===== src/rtl/shift_seq_pkg.sv =====
// rtl/shift_seq_pkg.sv - shared state and datapath-select encodings for shift_seq_ctrl
package shift_seq_pkg;

    typedef enum logic [1:0] {
        ST_IDLE     = 2'b00,
        ST_TX_SHIFT = 2'b01,
        ST_RX_SHIFT = 2'b10,
        ST_RX_DONE  = 2'b11
    } state_e;

    typedef enum logic [1:0] {
        SEL_HOLD = 2'b00,
        SEL_SHR  = 2'b01,
        SEL_SHL  = 2'b10,
        SEL_LOAD = 2'b11
    } dp_sel_e;

endpackage


===== src/rtl/shift_seq_dp.sv =====
// rtl/shift_seq_dp.sv - N-bit shift/load register driven by the shift_seq_ctrl FSM
module shift_seq_dp
    import shift_seq_pkg::*;
#(
    parameter int N = 4
) (
    input  logic         clk,
    input  logic         reset_n,
    input  dp_sel_e      select,
    input  logic         msb_in,
    input  logic         lsb_in,
    input  logic [N-1:0] p_in,
    output logic [N-1:0] q
);

    always_ff @(posedge clk or negedge reset_n) begin
        if (!reset_n) begin
            q <= '0;
        end else begin
            case (select)
                SEL_SHR:  q <= {msb_in, q[N-1:1]};
                SEL_SHL:  q <= {q[N-2:0], lsb_in};
                SEL_LOAD: q <= p_in;
                default:  q <= q;
            endcase
        end
    end

endmodule


===== src/rtl/shift_seq_ctrl.sv =====
// rtl/shift_seq_ctrl.sv - serializer/deserializer sequencer; RX path built only with SHIFT_SEQ_RX_EN
module shift_seq_ctrl
    import shift_seq_pkg::*;
#(
    parameter int N = 4
) (
    input  logic         clk,
    input  logic         reset_n,
    input  logic         tx_valid,
    input  logic [N-1:0] tx_data,
    output logic         tx_ready,
    input  logic         msb_first,
    output logic         ser_out,
    output logic         ser_out_valid,
    input  logic         rx_start,
    input  logic         ser_in,
    output logic         rx_valid,
    output logic [N-1:0] rx_data,
    output logic         busy
);

    localparam int CW = $clog2(N) + 1;
    localparam logic [CW-1:0] LAST = CW'(N - 1);

    state_e          state;
    logic [CW-1:0]   cnt;
    logic            msb_q;
    dp_sel_e         sel;
    logic            dp_msb_in;
    logic            dp_lsb_in;
    logic [N-1:0]    q;
    logic            tx_hs;

    // tx_ready is a registered "in IDLE and out of reset" flag, so it doubles as the idle qualifier
    assign tx_hs   = tx_valid & tx_ready;
    assign ser_out = ser_out_valid & (msb_q ? q[N-1] : q[0]);

    always_comb begin
        sel       = SEL_HOLD;
        dp_msb_in = 1'b0;
        dp_lsb_in = 1'b0;
        case (state)
            ST_IDLE:     if (tx_hs) sel = SEL_LOAD;
            ST_TX_SHIFT: sel = msb_q ? SEL_SHL : SEL_SHR;
            ST_RX_SHIFT: begin
                sel       = msb_q ? SEL_SHL : SEL_SHR;
                dp_msb_in = ser_in;
                dp_lsb_in = ser_in;
            end
            default:     sel = SEL_HOLD;
        endcase
    end

    shift_seq_dp #(.N(N)) u_dp (
        .clk     (clk),
        .reset_n (reset_n),
        .select  (sel),
        .msb_in  (dp_msb_in),
        .lsb_in  (dp_lsb_in),
        .p_in    (tx_data),
        .q       (q)
    );

`ifdef SHIFT_SEQ_RX_EN
    logic         rx_go;
    logic         rx_valid_q;
    logic [N-1:0] rx_data_q;
    logic [N-1:0] rx_next;

    assign rx_go    = tx_ready & rx_start & ~tx_valid;
    assign rx_next  = msb_q ? {q[N-2:0], ser_in} : {ser_in, q[N-1:1]};
    assign rx_valid = rx_valid_q;
    assign rx_data  = rx_data_q;
`else
    logic unused_rx;
    assign unused_rx = ^{rx_start, q};
    assign rx_valid  = 1'b0;
    assign rx_data   = '0;
`endif

    always_ff @(posedge clk or negedge reset_n) begin
        if (!reset_n) begin
            state         <= ST_IDLE;
            cnt           <= '0;
            msb_q         <= 1'b0;
            tx_ready      <= 1'b0;
            ser_out_valid <= 1'b0;
            busy          <= 1'b0;
`ifdef SHIFT_SEQ_RX_EN
            rx_valid_q    <= 1'b0;
            rx_data_q     <= '0;
`endif
        end else begin
`ifdef SHIFT_SEQ_RX_EN
            rx_valid_q <= 1'b0;
`endif
            case (state)
                ST_IDLE: begin
                    tx_ready <= 1'b1;
                    if (tx_hs) begin
                        state         <= ST_TX_SHIFT;
                        cnt           <= '0;
                        msb_q         <= msb_first;
                        tx_ready      <= 1'b0;
                        ser_out_valid <= 1'b1;
                        busy          <= 1'b1;
                    end
`ifdef SHIFT_SEQ_RX_EN
                    else if (rx_go) begin
                        state    <= ST_RX_SHIFT;
                        cnt      <= '0;
                        msb_q    <= msb_first;
                        tx_ready <= 1'b0;
                        busy     <= 1'b1;
                    end
`endif
                end
                ST_TX_SHIFT: begin
                    if (cnt == LAST) begin
                        state         <= ST_IDLE;
                        ser_out_valid <= 1'b0;
                        tx_ready      <= 1'b1;
                        busy          <= 1'b0;
                    end else begin
                        cnt <= cnt + 1'b1;
                    end
                end
`ifdef SHIFT_SEQ_RX_EN
                ST_RX_SHIFT: begin
                    if (cnt == LAST) begin
                        state      <= ST_RX_DONE;
                        rx_valid_q <= 1'b1;
                        rx_data_q  <= rx_next;
                    end else begin
                        cnt <= cnt + 1'b1;
                    end
                end
                ST_RX_DONE: begin
                    state    <= ST_IDLE;
                    tx_ready <= 1'b1;
                    busy     <= 1'b0;
                end
`endif
                default: begin
                    state         <= ST_IDLE;
                    ser_out_valid <= 1'b0;
                    tx_ready      <= 1'b1;
                    busy          <= 1'b0;
                end
            endcase
        end
    end

endmodule


===== config.mk =====
export PLATFORM = sky130hd
export DESIGN_NAME = shift_seq_ctrl
export DESIGN_NICKNAME = d
export VERILOG_FILES = /design/src/rtl/shift_seq_pkg.sv /design/src/rtl/shift_seq_dp.sv /design/src/rtl/shift_seq_ctrl.sv
export SDC_FILE = /design/constraint.sdc
export NUM_CORES = 1
export LEC_CHECK = 0
export ABC_AREA = 0
export BUFFER_PORTS_ARGS = -buffer_cell sky130_fd_sc_hd__buf_4
export CORE_MARGIN = 2
export CORE_UTILIZATION = 45
export CTS_BUF_LIST = sky130_fd_sc_hd__clkbuf_16
export CTS_CLUSTER_SIZE = 14
export DETAILED_ROUTE_END_ITERATION = 6
export GPL_ROUTABILITY_DRIVEN = 0
export GPL_TIMING_DRIVEN = 0
export PLACE_DENSITY_LB_ADDON = 0.3
export SYNTH_ARGS = -nofsm -noshare
export SYNTH_HDL_FRONTEND = slang
export SYNTH_SLANG_ARGS = --single-unit

===== constraint.sdc =====
create_clock -name clk -period 1.7 [get_ports clk]
set_input_delay 0.085 -clock clk [delete_from_list [all_inputs] [get_ports clk]]
set_output_delay 0.085 -clock clk [all_outputs]
set_load 0.03 [all_outputs]

# Word level (Yosys, flattened, before mapping)
# Index checks and enable logic that the tools add are counted.
[op_classes]
n_addsub = 1
eq_ne = 9
n_mux = 18
bitwise = 2
n_reduce_logical = 7
[ops]
columns = ["op", "count"]
rows = [
  ["$pmux W4 S3", 1],
  ["$mux W2", 4],
  ["$pmux W2 S2", 2],
  ["$eq A2 B2 Y1 const B", 3],
  ["$mux W1", 6],
  ["$mux W3", 2],
  ["$ne A2 B2 Y1 const B", 3],
  ["$pmux W3 S2", 1],
  ["$eq A2 B1 Y1 const B", 2],
  ["$pmux W1 S2", 2],
  ["$reduce_and A2 Y1", 2],
  ["$add A3 B1 Y3 const B", 1],
  ["$eq A3 B2 Y1 const B", 1],
  ["$reduce_and A3 Y1", 1],
  ["$reduce_bool A3 Y1", 1],
  ["$and A1 B1 Y1", 2],
  ["$logic_not A2 Y1", 1],
  ["$reduce_bool A2 Y1", 1],
  ["$reduce_or A2 Y1", 1],
]
[word_totals]
register_bits = 12
inputBits = 10
elab_cells = 43

# Longest topological paths before layout
# Gate-level depths: netlist of run 1.
[depth]
ltp_word = 5
mapped_depth = 5

# Cells and area by module
# A second synthesis of run 1 with hierarchy kept.
[hier_totals]
cells_unflattened = 47
hier_area_um2 = 614.3
[modules_own_cells]
columns = ["mod", "n_inst", "cells_each", "area_each_um2", "seq_area_each_um2"]
rows = [
  ["shift_seq_ctrl", 1, 39, 409.1, 150.1],
  ["shift_seq_dp", 1, 8, 205.2, 100.1],
]

# Worst setup path after synthesis of run 1
# Ideal clock, no wire load.
[synth_path]
path_type = "register -> register"
start = "reg cnt[0]"
end = "reg cnt[1]"
arrival_time_ns = 1.189
required_time_ns = 1.573
path_slack_ns = 0.383
stages_incl_launch_ff = 6
n_path_buf = 0
synth_period_minus_slack_ns = 1.317
path_cell_list = "dfrtp_1 ha_1 ha_1 mux2_2 nand2_1 o21ai_0"
[synth_between]
elab_chain_len = 3
elab_cells_between_ends = 6
[synth_lines]
columns = ["element", "line_no", "source"]
rows = [
  ["start: declaration", "shift_seq_ctrl.sv:26", "logic [CW-1:0] cnt;"],
  ["start signal: assignment", "shift_seq_ctrl.sv:125", "cnt <= cnt + 1'b1;"],
  ["$add A3 B1 Y3 / $eq A3 B2 Y1 (equally long branches)", "shift_seq_ctrl.sv:125, shift_seq_ctrl.sv:119", ""],
  ["$mux W3 / $ne A2 B2 Y1 (equally long branches)", "n/a", ""],
  ["$pmux W3 S2 / $reduce_and A3 Y1 (equally long branches)", "n/a", ""],
]
# Several ways; a longest one is shown, not always the timed one. The select of a mux whose other input is x is not followed.
# A chain may end at the register's enable or synchronous reset.

# Worst setup path in the final report of run 1
# Same ends and word-level chain as after synthesis.

==> results.md, run 1 <==
* CP max FO at 4
* Critical path data arrival time at between 1.5 and 2 ns
* Die Span Y at 40.2 um
* R2R depth at 5
* Worst endpoint required time at 1.82 ns
* GRT Total Usage at 0.166
* Static Leak at 0.000397 uW
* Crit end category: flip-flop
* Core Rows at 13
* WL per Instance at ~12 um
* TritonRoute pass-1 iters at 4
* Vias per inst at 4.70
* DP Wirelength at 829 um
* Chip width at approximately 40 um
* Worst setup path end: cnt[1]$_DFFE_PN0P_
* Final Hold Vio Count at 0
* Max clock buf depth at 2
* Setup-failing EPs final at 0
* Skew final at 0.000865 ns
* Final Cycle Share at 0.822
* Postcts setup bufs at 0
* Root buf cell: clkbuf_16
* Seq/Total Area, Yosys at 0.425
* Status: finished clean
* Number of flops mapped to enable cells by yosys at 0
* Crit path top cell by count: ha_1
* CTS Buf Count at 3
* Top-count cell post-synth: dfrtp_1
* Crit path from: cnt[0]$_DFFE_PN0P_
* GRT overflow at 0
* Max Fclk at 715 MHz
* Post-route setup TNS at 0 ns
* Cells after Synth at 57
* Vias in the first global route at around 390
* Area contributors post-synth: dfrtp_1 (42%), mux2i_1 (10%), buf_4 (8.9%), ha_1 (4.2%), o21ai_0 (4.2%)
* Critical-path cell list: ha_1 -> ha_1 -> mux2_2 -> nand2_1 -> o21ai_0
* Crit path kind: reg -> reg
* Drt initial violations at 8
* IO Port Bufs at 11
* # DRC at 0
* Synth unique cells at 23
* Mapped cell area at 589 um^2
* Synth area leader: dfrtp_1
* Htree depth at 1
* Via Count at approximately 430
* R2R Path Start: cnt[0]$_DFFE_PN0P_
* # hold bufs at CTS at 1
* Post_cts resized at 0
* MaxCap Viol Count at 0
* Hold path depth at 2
* Ratio of cells with drive above 1 in the final layout at 0.390
* Initial antenna violation count at 0
* Startpoint types: flip-flop
* Synthesis Warnings at 0
* DRT Wirelength at 1080 um
* Core box area at 1270 um^2
* Post-synth top cells: dfrtp_1 (10), buf_4 (7), mux2i_1 (6)
* Worst ir drop on vdd at 1010 uV
* Synth Register Bits at 10
* Async SR Flop Fraction at 1.00
* First-pass GRT wire length at 1660 um
* Clock Sink Count at 10
* Reg clk slew, reported paths at 0.04 ns
* Worst path slowest cell: dfrtp_1
* CTS tree: built
* Die ar. at 1620 um^2
* Top-Level Pins at 19
* Pwr dens at approximately 2000 nW/um^2
* Max incr delay on CP at 0.38 ns
* Antenna Cells at 0
* Predominant post-synthesis flop cell: dfrtp_1
* Syn Area/Cell at 10.3 um^2
* Period minus WS final at 1.40 ns
* Nets at 90
* Post-route ant nets at 0
* Fin util at 0.626
* Largest net degree at the start of global routing at 11
* Flop-to-flop setup slack at 0.30 ns
* Synth top area share at 0.425
* Reg2reg end: cnt[1]$_DFFE_PN0P_
* Worst-Skew Late Latency at 0.24 ns
* Syn-to-layout area delta at 34.8%
* RSZ-0062 raised after global routing: false
* Pins over their slew limit at 0
* Hold/Removal Path Class: in -> reg
* Initial Utilization at 0.464
worst max-delay path, delay by kind of cell (launching register included):
| kind | cells | cell delay (ns) |
|---|---|---|
| AO/OA/AOI/OAI | 1 | 0.07 |
| adder cells (fa/ha/maj) | 2 | 0.41 |
| flip-flops | 1 | 0.38 |
| AND/OR/NAND/NOR | 1 | 0.06 |
| multiplexers | 1 | 0.35 |
how the worst min path moves through the flow:
| stage | startpoint | endpoint | slack, ns |
|---|---|---|---|
| 2_1_floorplan | reset_n | cnt[0]$_DFFE_PN0P_ | -0.21 |
| 3_3_place_gp | reset_n | u_dp.q[3]$_DFFE_PN0P_ | -0.08 |
| 3_5_place_dp | reset_n | u_dp.q[3]$_DFFE_PN0P_ | -0.08 |
| 4_1_cts | msb_first | msb_q$_DFFE_PN0P_ | 0.08 |
| 5_1_grt | msb_first | msb_q$_DFFE_PN0P_ | 0.09 |
| 6_report | msb_first | msb_q$_DFFE_PN0P_ | 0.09 |
area by class of cell:
cell class,count,area [um^2]
clock inverter,1,3.75
multi-input combinational,41,288
fill,103,474
timing repair buffer,12,92.6
buffer,9,62.6
clock buffer,3,75.1
sequential,10,250
inverter,1,3.75
tap,15,18.8
sequential cells by signal, indices dropped and copies added, names as in the netlist:
register,flops
msb_q,1
state,1
u_dp.q,4
cnt,3
tx_ready,1
cell families (layout without fill, tap and decap cells):
family | after synthesis | in the layout | synth area share
DFF | 10 | 10 | 0.425
adders and majority gates | 2 | 2 | 0.0425
and+or+nand+nor | 15 | 15 | 0.151
xor gates and xnor gates | 1 | 1 | 0.0149
other | 1 | 5 | 0.00636
muxes | 8 | 8 | 0.146
AOI/OAI and AO/OA | 10 | 10 | 0.102
buffers and inverters | 10 | 26 | 0.113
through the flow:
step	instances	setup slack [ns]	hold WS [ns]	instance area (um^2)	total power, uW
after global routing	92	0.190	0.0908	795	1710
final	92	0.302	0.0860	795	1590
after floorplan	61	0.383	-0.211	604	988
after global placement	87	0.333	-0.0784	706	1150
after detailed placement	87	0.294	-0.0783	706	1170
after CTS	92	0.294	0.0836	795	1600
where the power goes:
part           leakage [uW]  switching [uW]  internal, uW
logic              0.000239             382           342
clock network     0.0000385             113           309
registers          0.000120            85.8           355
total              0.000397             581          1010
routing by layer:
layer,global-route usage,wire length [um],part of all wire,up-vias
li1,-,-,-,228
met1,0.222,507,0.47,185
met2,0.222,487,0.45,16
met3,0.0500,60,0.056,3
met4,0.125,25,0.023,0
met5,0,0,0,-
cell usage in the layout (no fill, tap or decap), types with 2 or more instances in the layout:
| cell | instances |
|---|---|
| o21ai_0 | 5 |
| dfrtp_1 | 10 |
| ha_1 | 2 |
| mux2i_1 | 6 |
| and3_2 | 2 |
| a21oi_1 | 2 |
| nor2_1 | 3 |
| nand2_1 | 4 |
| conb_1 | 5 |
| a211oi_1 | 2 |
| buf_2 | 2 |
| buf_4 | 18 |
| clkbuf_16 | 3 |
Power figures use the tool's default switching activity.
==> inputs of run 2 (changes only) <==
--- a/config.mk
+++ b/config.mk
@@ -8,7 +8,7 @@
 export ABC_AREA = 0
 export BUFFER_PORTS_ARGS = -buffer_cell sky130_fd_sc_hd__buf_4
 export CORE_MARGIN = 2
-export CORE_UTILIZATION = 45
+export CORE_UTILIZATION = 43
 export CTS_BUF_LIST = sky130_fd_sc_hd__clkbuf_16
 export CTS_CLUSTER_SIZE = 14
 export DETAILED_ROUTE_END_ITERATION = 6
==> constraint.sdc (replaced) <==
create_clock -name clk -period 1.2 [get_ports clk]
set_input_delay 0.06 -clock clk [delete_from_list [all_inputs] [get_ports clk]]
set_output_delay 0.06 -clock clk [all_outputs]
set_load 0.03 [all_outputs]
==> run 2 against run 1 <==
Effect of this change: the run now ends with negative setup slack left; critical endpoint unchanged; die area grew 4.2%; sequential power grew 50%; setup slack lost 0.36 ns; non-clock buffer count grew 3; core utilization grew 2.8 points; power grew 53%; flip-flop and latch count is the same; global-route usage grew 1.2 points; via count grew 7.4%; critical path depth is the same.
==> results.md, run 2 (synthesis results as in run 1) <==
* Most common cell after layout, fill and taps aside: buf_4
* Clock Sink Count at 10
* Final WS setup at -0.0626 ns
* DP Wirelength at 841 um
* Nets at 93
* Root buf cell: clkbuf_16
* Drt initial violations at 5
* IO Port Bufs at 11
* Crit end category: flip-flop
* Largest net degree at the start of global routing at 11
* Reg clk slew, reported paths at 0.04 ns
* First-pass GRT wire length at about 1800 um
* GRT overflow at 0
* Core Rows at 13
* MaxCap Viol Count at 0
* Die Span Y at around 40 um
* CTS tree: built
* Max reg flops at 4
* CP max FO at 4
* Placed cell areas at 726 um^2
* Vias in the first global route at around 400
* Hold/Removal Path Class: in -> reg
* Status: finished with violations
* Syn-to-layout area delta at 42.7%
* Worst ir drop on vdd at between 1000 and 1500 uV
* Hold path depth at 2
* WL per Instance at approximately 13 um
* Via Count at 464
* Vias per inst at 4.94
* Post-route setup TNS at -0.110 ns
* DP Cell Count at 87
* Fin util at 0.654
* Final Non-Filler Cells at 94
* Post-route ant nets at 0
* Most frequent cells in the layout: buf_4 (21), dfrtp_1 (7), mux2i_1 (6), conb_1 (5)
* Reg2reg end: cnt[1]$_DFFE_PN0P_
* Htree depth at 1
* Initial antenna violation count at 0
* Initial Utilization at 0.459
* Core box area at 1280 um^2
* Failing checks: negative setup slack
* TritonRoute pass-1 iters at 4
* Fill count at 101
* Pwr dens at between 2000 and 3000 nW/um^2
* Antenna Cells at 0
* # DRC at 0
* Startpoint types: flip-flop
* Chip width at 41.0 um
* Max Fclk at 792 MHz
* Setup-failing EPs final at 2
* Max clock buf depth at 2
* RSZ-0062 raised after global routing: true
* Worst-Skew Late Latency at 0.24 ns
* CTS Buf Count at 3
* DRT Wirelength at between 1000 and 1500 um
* Worst endpoint required time at 1.32 ns
* Static Leak at between 0.0004 and 0.0005 uW
* Registers with the most flip-flops: u_dp.q x4, cnt x3
* Crit path kind: reg -> reg
* Flop-to-flop setup slack at -0.06 ns
* Top-Level Pins at 19
* Final Cycle Share at 1.05
* Skew final at 0.00310 ns
* Final Hold Vio Count at 0
* Fin area at 841 um^2
* R2R depth at 5
* Worst slack, placed at -0.113 ns
* Pins over their slew limit at 0
* Die ar. at 1680 um^2
* Ratio of cells with drive above 1 in the final layout at 0.494
* R2R Path Start: cnt[0]$_DFFE_PN0P_
* Hold EP: msb_q$_DFFE_PN0P_
* GRT Total Usage at 0.178
* Hold Crit Start: msb_first
* Period minus WS final at roughly 1.3 ns
* Critical path data arrival time at 1.38 ns
* Largest Register: u_dp.q
-- run 2: area by class of cell --
cell class	instances	area [um^2]	share of cell area
multi-input combinational	41	305	0.363
sequential	10	254	0.302
timing repair buffer	16	126	0.150
clock buffer	3	75.1	0.0893
buffer	8	57.6	0.0685
tap	15	18.8	0.0223
inverter	1	3.75	0.00446
-- run 2: per-layer routing --
layer / GRT usage / wire length [um] / vias up / share of wire
met2: 0.277 / 603 / 14 / 0.50
li1: - / - / 230 / -
met3: 0.0326 / 45 / 4 / 0.038
met1: 0.218 / 513 / 216 / 0.43
met5: 0 / 0 / - / 0
met4: 0.125 / 37 / 0 / 0.031
-- run 2: worst max-delay path, stage by stage, from the launching register on --
cell,delay [ns]
dfrtp_1,0.35
ha_2,0.20
ha_4,0.16
mux2_2,0.33
nand2_1,0.06
o21ai_1,0.05
-- run 2: where the power goes --
group | switching, uW | internal, uW
registers | 147 | 512
clock network | 152 | 432
logic | 587 | 590
-- run 2: how the worst max path moves through the flow --
stage,from,end,slack (ns)
global route,cnt[0]$_DFFE_PN0P_,cnt[1]$_DFFE_PN0P_,-0.10
CTS,cnt[0]$_DFFE_PN0P_,cnt[1]$_DFFE_PN0P_,-0.09
global placement,cnt[0]$_DFFE_PN0P_,cnt[1]$_DFFE_PN0P_,-0.09
finish,cnt[0]$_DFFE_PN0P_,cnt[1]$_DFFE_PN0P_,-0.06
floorplan,cnt[0]$_DFFE_PN0P_,cnt[1]$_DFFE_PN0P_,-0.05
detailed placement,cnt[0]$_DFFE_PN0P_,cnt[1]$_DFFE_PN0P_,-0.11
-- run 2: metrics by stage --
stage	hold WS (ns)	power [uW]
after detailed placement	-0.104	1730
after global placement	-0.105	1670
after floorplan	-0.236	1450
after CTS	0.0580	2400
after global routing	0.0671	2570
final	0.0549	2420
-- run 2: repair_timing --
action	4_1_cts	5_1_grt
hold buffers	1	0
setup buffers	2	2
endpoints found under the setup margin	3	5
hold endpoints to repair	10	0
gates resized for setup	2	2
pin swaps	1	2
==> inputs of run 3 (changes only) <==
--- a/config.mk
+++ b/config.mk
@@ -9,11 +9,11 @@
 export BUFFER_PORTS_ARGS = -buffer_cell sky130_fd_sc_hd__buf_4
 export CORE_MARGIN = 2
 export CORE_UTILIZATION = 43
-export CTS_BUF_LIST = sky130_fd_sc_hd__clkbuf_16
 export CTS_CLUSTER_SIZE = 14
 export DETAILED_ROUTE_END_ITERATION = 6
 export GPL_ROUTABILITY_DRIVEN = 0
-export GPL_TIMING_DRIVEN = 0
+export GPL_TIMING_DRIVEN = 1
+export HOLD_SLACK_MARGIN = 0.15
 export PLACE_DENSITY_LB_ADDON = 0.3
 export SYNTH_ARGS = -nofsm -noshare
 export SYNTH_HDL_FRONTEND = slang
==> run 3 against run 2 <==
Effect of this change: the run still ends with negative setup slack left; non-clock buffer count fell by 4; combinational power rose by 5%; die area did not move; register-to-register slack got worse by 0.02 ns.
==> results.md, run 3 (synthesis results as in run 1) <==
* Status: finished with violations
* Failing checks: negative setup slack
* Max Fclk at 779 MHz
* # DRC at 0
* Ratio of cells with drive above 1 in the final layout at 0.513
* R2R Path Start: cnt[1]$_DFFE_PN0P_
* Final Hold Vio Count at 0
* Registers with the most flip-flops: u_dp.q x4, cnt x3
* Fill count at 115
* CTS tree: built
* Chip width at 41.0 um
* Drt initial violations at 3
* Startpoint types: flip-flop
* Core box area at 1280 um^2
* Die Span Y at 41.0 um
* MaxCap Viol Count at 0
* Post-route ant nets at 0
* Clock Sink Count at 10
* Max clock buf depth at 2
* Antenna Cells at 0
* Crit end category: flip-flop
* Switching share of power at 0.397
* Static Leak at 0.000383 uW
* Crit path buf inv count at 0
* Crit path kind: reg -> reg
* Flop-to-flop setup slack at -0.08 ns
* Most common cell after layout, fill and taps aside: buf_4
* Pins over their slew limit at 0
* Setup-failing EPs final at 4
* Vias per inst at 4.86
* Via Count at 442
* Hold/Removal Path Class: in -> async
* Hold_ws at between 0.1 and 0.15 ns
* Largest net degree at the start of global routing at 15
* Syn-to-layout area delta at 37.6%
* Worst endpoint required time at 1.36 ns
* CTS Buf Count at 3
* Max incr delay on CP at roughly 0.4 ns
* Die ar. at 1680 um^2
* Pwr dens at around 2700 nW/um^2
* Vias in the first global route at 383
* First-pass GRT wire length at 1660 um
* DRT Wirelength at 1150 um
* CP max FO at 3
* Period minus WS final at 1.28 ns
* GRT Total Usage at 0.155
* Max reg flops at 4
* RSZ-0062 raised after global routing: true
* TritonRoute pass-1 iters at 2
* Top-Level Pins at 19
* Worst-Skew Late Latency at 0.27 ns
* Most frequent cells in the layout: buf_4 (15), dfrtp_1 (7), mux2i_1 (6), conb_1 (5)
* GR peak layer: met2
* Nets at a little under 90
* Core Rows at 13
* Grt met3 use at 0.0815
* Met2 Use GR at 0.250
* Htree depth at 1
* Root buf cell: clkbuf_4
* R2R depth at 5
* Skew final at 0.000418 ns
* P_int at about 1300 uW
* Worst slack, placed at -0.0648 ns
* Worst ir drop on vdd at approximately 1200 uV
* Reg clk slew, reported paths at ~0.070 ns
* Final WS setup at -0.0833 ns
* GR Layer Usage met1 at 0.193
* Final Cycle Share at 1.07
* Part of the power in the clock network at 0.137
* Critical path data arrival time at 1.44 ns
* Largest Register: u_dp.q
* WL per Instance at between 10 and 15 um
* IO Port Bufs at 11
* Critical-path cell list: ha_2 -> ha_4 -> mux2_4 -> nand2_2 -> o21ai_2
* Top delay family on crit path: flip-flops
* Switching power of the nets at 879 uW
* Sequential share of power at 0.305
* Worst path slowest cell: dfrtp_1
* GRT overflow at 0
* Reg2reg end: cnt[1]$_DFFE_PN0P_
* Logic pwr share at 0.557
* Initial antenna violation count at 0
* Initial Utilization at 0.459
[run 3: power by group through the flow]
stage               sequential [uW]  clock [uW]  combinational (uW)
floorplan                       667           0                 779
global placement                685           0                 989
detailed placement              695           0                1020
CTS                             694         318                1050
global route                    693         339                1370
finish                          676         304                1240
[run 3: worst max-delay path by stage]
stage | from | to | slack (ns) | cells past startpoint
2_1_floorplan | cnt[0]$_DFFE_PN0P_ | cnt[1]$_DFFE_PN0P_ | -0.05 | 5
3_3_place_gp | cnt[0]$_DFFE_PN0P_ | cnt[1]$_DFFE_PN0P_ | -0.05 | 5
3_5_place_dp | cnt[1]$_DFFE_PN0P_ | cnt[1]$_DFFE_PN0P_ | -0.06 | 5
4_1_cts | cnt[0]$_DFFE_PN0P_ | cnt[1]$_DFFE_PN0P_ | -0.08 | 5
5_1_grt | cnt[1]$_DFFE_PN0P_ | cnt[1]$_DFFE_PN0P_ | -0.13 | 5
6_report | cnt[1]$_DFFE_PN0P_ | cnt[1]$_DFFE_PN0P_ | -0.08 | 5
[run 3: repair_timing]
action	in CTS	in global routing
endpoints found under the setup margin	3	15
endpoints found under the hold margin	12	0
setup buffers	0	2
resized for setup	2	9
hold buffers	4	0
pin swaps	2	4
[run 3: metal layers]
| layer | share of wire | up-vias | routed length (um) |
|---|---|---|---|
| met4 | 0 | 0 | 0 |
| li1 | - | 221 | - |
| met2 | 0.50 | 15 | 576 |
| met5 | 0 | - | 0 |
| met1 | 0.45 | 206 | 512 |
| met3 | 0.051 | 0 | 59 |
[run 3: metrics by stage]
stage | std cells | TNS [ns] | total power (uW) | area (um^2) | util
6_report | 91 | -0.197 | 2220 | 811 | 0.631
5_1_grt | 91 | -0.439 | 2400 | 811 | 0.631
4_1_cts | 90 | -0.145 | 2060 | 774 | 0.603
3_5_place_dp | 82 | -0.0839 | 1710 | 693 | 0.539
3_3_place_gp | 82 | -0.0634 | 1670 | 693 | 0.539
2_1_floorplan | 61 | -0.0605 | 1450 | 624 | -
[run 3: cell type report]
type | count | area (um^2) | area share
sequential | 10 | 254 | 0.313
inverter | 1 | 3.75 | 0.00463
multi-input combinational | 41 | 333 | 0.410
clock buffer | 4 | 36.3 | 0.0448
timing repair buffer | 20 | 165 | 0.204
tap | 15 | 18.8 | 0.0231
